### config.mk
export PLATFORM = sky130hd
export DESIGN_NAME = seg_stopwatch_bcd
export DESIGN_NICKNAME = d
export VERILOG_FILES = /design/src/rtl/seg_stopwatch_bcd.sv
export SDC_FILE = /design/constraint.sdc
export NUM_CORES = 1
export LEC_CHECK = 0
export BUFFER_PORTS_ARGS = -buffer_cell sky130_fd_sc_hd__buf_2
export CAP_MARGIN = 20
export CORE_UTILIZATION = 38
export DETAILED_ROUTE_END_ITERATION = 8
export PLACE_DENSITY = 0.58
export SYNTH_ARGS = -nofsm -noshare
export SYNTH_HDL_FRONTEND = slang
export SYNTH_SLANG_ARGS = --single-unit
### constraint.sdc
create_clock -name clk -period 3.14 [get_ports clk]
set_input_delay 0.314 -clock clk [delete_from_list [all_inputs] [get_ports clk]]
set_output_delay 0.314 -clock clk [all_outputs]
set_load 0.02 [all_outputs]
### src/rtl/seg_stopwatch_bcd.sv
// Four-digit BCD stopwatch (SS.hh) with debounced start/lap/clear buttons and
// registered active-low 7-segment patterns for the downstream scan driver.
module seg_stopwatch_bcd #(
  parameter int unsigned CLK_HZ     = 50_000_000,
  parameter int unsigned TICK_HZ    = 100,
  parameter int unsigned DEB_CYCLES = 500_000
) (
  input  logic       clk,
  input  logic       reset,
  input  logic       btn_start_n,
  input  logic       btn_lap_n,
  input  logic       btn_clr_n,
  output logic [7:0] seg3,
  output logic [7:0] seg2,
  output logic [7:0] seg1,
  output logic [7:0] seg0,
  output logic       running,
  output logic       lap_active,
  output logic       wrapped
);

  localparam int unsigned Div  = CLK_HZ / TICK_HZ;
  localparam int unsigned PreW = (Div > 1) ? $clog2(Div) : 1;
  localparam int unsigned DebW = $clog2(DEB_CYCLES + 1);
  localparam logic [PreW-1:0] PreLast = PreW'(Div - 1);
  localparam logic [DebW-1:0] DebLast = DebW'(DEB_CYCLES - 1);

  typedef enum logic [1:0] {StIdle, StRun, StLap, StPause} state_e;

  // Button index: 0 start, 1 lap, 2 clear.
  logic [2:0]      btn_raw;
  logic [2:0]      sync1_q, sync2_q, deb_q, ev_q;
  logic [DebW-1:0] deb_cnt_q [3];

  assign btn_raw = {btn_clr_n, btn_lap_n, btn_start_n};

  always_ff @(posedge clk) begin
    if (reset) begin
      sync1_q <= '1;
      sync2_q <= '1;
      deb_q   <= '1;
      ev_q    <= '0;
      for (int i = 0; i < 3; i++) deb_cnt_q[i] <= '0;
    end else begin
      sync1_q <= btn_raw;
      sync2_q <= sync1_q;
      for (int i = 0; i < 3; i++) begin
        ev_q[i] <= 1'b0;
        if (sync2_q[i] == deb_q[i]) begin
          deb_cnt_q[i] <= '0;
        end else if (deb_cnt_q[i] == DebLast) begin
          deb_cnt_q[i] <= '0;
          deb_q[i]     <= sync2_q[i];
          ev_q[i]      <= ~sync2_q[i];
        end else begin
          deb_cnt_q[i] <= deb_cnt_q[i] + DebW'(1);
        end
      end
    end
  end

  state_e             state_q;
  logic [3:0][3:0]    cnt_q, lap_q, cnt_inc, disp;
  logic [PreW-1:0]    presc_q;
  logic               do_start, do_lap, do_clr, counting, tick, carry;

  // Only the highest-priority event survives: clear > start > lap.
  assign do_clr   = ev_q[2];
  assign do_start = ev_q[0] & ~ev_q[2];
  assign do_lap   = ev_q[1] & ~ev_q[0] & ~ev_q[2];
  assign counting = (state_q == StRun) || (state_q == StLap);
  assign tick     = counting && (presc_q == PreLast);
  assign disp     = (state_q == StLap) ? lap_q : cnt_q;

  always_comb begin
    cnt_inc = cnt_q;
    carry   = 1'b1;
    for (int i = 0; i < 4; i++) begin
      if (carry) begin
        if (cnt_q[i] == 4'd9) begin
          cnt_inc[i] = 4'd0;
        end else begin
          cnt_inc[i] = cnt_q[i] + 4'd1;
          carry      = 1'b0;
        end
      end
    end
  end

  function automatic logic [7:0] seg_decode(input logic [3:0] d);
    case (d)
      4'd0:    return 8'hC0;
      4'd1:    return 8'hF9;
      4'd2:    return 8'hA4;
      4'd3:    return 8'hB0;
      4'd4:    return 8'h99;
      4'd5:    return 8'h92;
      4'd6:    return 8'h82;
      4'd7:    return 8'hF8;
      4'd8:    return 8'h80;
      4'd9:    return 8'h90;
      default: return 8'hFF;
    endcase
  endfunction

  always_ff @(posedge clk) begin
    if (reset) begin
      state_q    <= StIdle;
      cnt_q      <= '0;
      lap_q      <= '0;
      presc_q    <= '0;
      running    <= 1'b0;
      lap_active <= 1'b0;
      wrapped    <= 1'b0;
      seg3       <= 8'hC0;
      seg2       <= 8'h40;
      seg1       <= 8'hC0;
      seg0       <= 8'hC0;
    end else begin
      if (counting) begin
        if (tick) begin
          presc_q <= '0;
          cnt_q   <= cnt_inc;
          if (carry) wrapped <= 1'b1;
        end else begin
          presc_q <= presc_q + PreW'(1);
        end
      end

      seg3 <= seg_decode(disp[3]);
      seg2 <= seg_decode(disp[2]) & 8'h7F;
      seg1 <= seg_decode(disp[1]);
      seg0 <= seg_decode(disp[0]);

      unique case (state_q)
        StIdle: begin
          if (do_start) begin
            state_q <= StRun;
            running <= 1'b1;
          end
        end
        StRun: begin
          if (do_start) begin
            state_q <= StPause;
            running <= 1'b0;
          end else if (do_lap) begin
            state_q    <= StLap;
            lap_q      <= cnt_q;
            lap_active <= 1'b1;
          end
        end
        StLap: begin
          if (do_start) begin
            state_q    <= StPause;
            running    <= 1'b0;
            lap_active <= 1'b0;
          end else if (do_lap) begin
            state_q    <= StRun;
            lap_active <= 1'b0;
          end
        end
        StPause: begin
          if (do_clr) begin
            state_q <= StIdle;
            cnt_q   <= '0;
            presc_q <= '0;
            wrapped <= 1'b0;
          end else if (do_start) begin
            state_q <= StRun;
            running <= 1'b1;
          end
        end
      endcase
    end
  end

endmodule
==> reports/qor.txt <==
crit end category: flop
mapped cell area: 0.00792 sq mm
DP HPWL: 10,600 um
DRC Markers: 0
area of the core: 0.0204 sq mm
number of synthesized flops with an enable pin: 57
DRT Wirelength: 15,400 um
Cell Rows: 52
TritonCTS clock tree: built
die area: 0.0214 sq mm
antenna viol nets, final: 0
Max Freq: 418 MHz
Max Slew Vio Count: 0
Syn-to-layout area delta: 14.7%
vias in the first global route: 5,769
Sequential Area: 0.00363 sq mm
setup_tns: 0 ns
Vias: 6,015
io pins: 40
initial antenna violation count: 0
Clk network pwr share: 0.462
power density over the cells: 457 mW/mm^2
CTS Sinks: 153
Crit-path slowest cell: mux2i_1
Num CTS Buffers: 17
Max-cap violations: 0
post-layout instance area: 0.00908 sq mm
Synth async-reset ratio: 0
first-pass GRT wire length: 27,000 um
crit share post-route: 0.762
Post-synth top flop: dfxtp_1
CTS Buffer Depth: 2
worst-path maximum fanout: 22
Worst-path clk slew: 0.06 ns
crit path DAT: 2.71 ns
YS warnings: 0
Cell Area, Placed: 0.00853 sq mm
commonest non-fill, non-tap cells in the layout: dfxtp_1 (96), nand2_1 (92), a21oi_1 (76)
Clock Tree Root: clkbuf_16
Initial Util: 0.389
routed vias/inst: 4.98
cells along the critical path: inv_1, ha_1, buf_12, mux2i_1, inv_1, ha_1, o221a_2
Seq pwr share: 0.514
Post-CTS Resized: 0
combinational share of power: 0.024
unique cell type count in the Yosys netlist: 61
H-tree levels: 4
layout cells sized above 1: 0.112
Antenna Cells: 0
Port-buffer cells: 35
Post-CTS Setup Bufs: 0
Worst-Margin Slew: 0.815 ns
critical path class: reg -> reg
slew margin rel.: 0.453
outcome: finished, final reports clean
DR iter-0 viols: 293
worst hold path class: in -> reg
setup ws final: 0.746 ns
Worst EP required: 3.45 ns
Syn Area/Cell: 9.38 sq um
net switching power of the design: 882 uW
# hold bufs at CTS: 0
Internal: 3.26 mW
register area share after synthesis: 0.459
Placer Congestion: 0.805
slowest stage delay, CP: 0.47 ns
Final setup viols: 0
Die Wd: 146 um
area occupied by multi-input gates: 0.00422 sq mm
Startpoint Class: flop
number of fillers in the final layout: 1,963
sw frac: 0.213
DP Worst Slack: 0.748 ns
first drt pass iteration count: 4
RSZ-0062 raised after global routing: false
Total GRT Usage: 0.155
Overflow after GRT: 0
Peak VDD IR: 365 uV
synthesis-stage register bit count: 153
Clock Skews: 0.00551 ns
die span in y: 146 um
layout net count: 963
Leakage: 3.22 nW
worst skew pair latency: 0.42 ns
commonest non-fill, non-tap cell in the layout: dfxtp_1
endpoints failing hold: 0
pin count of the biggest net entering global routing: 50
Routed wire per std cell: 12.7 um
Synth Instances: 845
Final min period: 2.39 ns
-- sequential cells by signal (all words and copies together) (netlist names), 7 cells and up --
name and count:
deb_cnt_q 57, presc_q 19, cnt_q 16, lap_q 16
seg0 7, seg1 7, seg2 7, seg3 7
-- power by group through the flow --
stage | clock network [mW] | registers, mW | logic (mW)
after global placement | 0 | 2.17 | 0.0985
after detailed placement | 0 | 2.17 | 0.0984
after CTS | 1.97 | 2.13 | 0.0989
after floorplan | 0 | 2.16 | 0.0858
final | 1.92 | 2.13 | 0.0995
after global routing | 2.05 | 2.14 | 0.116
-- final timing paths --
| check | start | slack [ns] | cells after the start | to |
|---|---|---|---|---|
| max | state_q[0] | 0.75 | 7 | seg3[5] |
| min | btn_clr_n | 0.11 | 2 | sync1_q[2] |
| max reg2reg | state_q[0] | 0.75 | 7 | seg3[5] |
| min reg2reg | sync1_q[1] | 0.41 | 1 | sync2_q[1] |
-- per-stage QoR --
stage | utilization | hold slack [ns] | power [mW] | instances
final | 0.446 | 0.112 | 4.15 | 1208
after floorplan | - | 0.389 | 2.25 | 904
after global routing | 0.446 | 0.0954 | 4.31 | 1208
after CTS | 0.446 | 0.0962 | 4.20 | 1208
after detailed placement | 0.419 | 0.393 | 2.27 | 1177
after global placement | 0.419 | 0.392 | 2.27 | 1177
-- layer usage --
metal	up-vias	wire length, um	global-route usage	part of all wire
met2	80	6870	0.247	0.45
met5	-	0	0	0
met4	0	204	0.0547	0.013
met1	2729	7720	0.204	0.50
met3	20	553	0.0372	0.036
li1	3186	-	-	-
-- cells by family after synthesis --
kind of cell,count (synthesis),share of synthesized area
AOI/OAI and AO/OA,165,0.122
xor gates and xnor gates,48,0.0531
adders and majority gates,32,0.0505
buffers and inverters,67,0.0373
DFF,153,0.459
muxes,32,0.0425
other,2,0.000948
and+or+nand+nor,346,0.235
-- worst max-delay path: cells and delay by family, from the launching register on --
| family | cells | cell delay [ns] |
|---|---|---|
| compound gates | 1 | 0.28 |
| buf+inv | 3 | 0.51 |
| flops | 1 | 0.34 |
| fa+ha+maj | 2 | 0.68 |
| mux | 1 | 0.47 |
-- area by class of cell --
class,count,area share
clock buffers,25,0.0570
well taps,270,0.0372
clock inverters,6,0.00413
inverters,29,0.0120
multi-input cells,684,0.464
flip-flops and latches,153,0.400
repair buffers,41,0.0256
-- synthesized netlist by cell type (all sizes together), types with 2 or more instances --
master | n | share of area
or4 | 26 | 0.025
o21a | 5 | 0.0047
o21ai | 43 | 0.029
nor3 | 16 | 0.010
clkbuf | 25 | 0.012
o22ai | 2 | 0.0016
and2 | 3 | 0.0024
ha | 32 | 0.051
nor2b | 4 | 0.0032
nand4 | 25 | 0.022
nor3b | 2 | 0.0019
a21boi | 5 | 0.0047
and3b | 2 | 0.0022
mux2 | 13 | 0.018
nand3 | 32 | 0.020
a31oi | 4 | 0.0032
nor2 | 69 | 0.033
o211ai | 2 | 0.0025
and4 | 12 | 0.013
o31ai | 15 | 0.014
xnor2 | 25 | 0.028
a21oi | 76 | 0.048
mux2i | 19 | 0.024
a221oi | 5 | 0.0055
conb | 2 | 0.00095
or3 | 21 | 0.017
dfxtp | 96 | 0.24
or2 | 9 | 0.0071
nor4 | 8 | 0.0071
buf | 13 | 0.012
nand2 | 92 | 0.044
nor4bb | 4 | 0.0051
a211oi | 2 | 0.0019
inv | 29 | 0.014
xor2 | 23 | 0.025
nor4b | 8 | 0.010
and3 | 9 | 0.0074
edfxtp | 57 | 0.22
No activity file was read; power rests on OpenSTA's default activity.
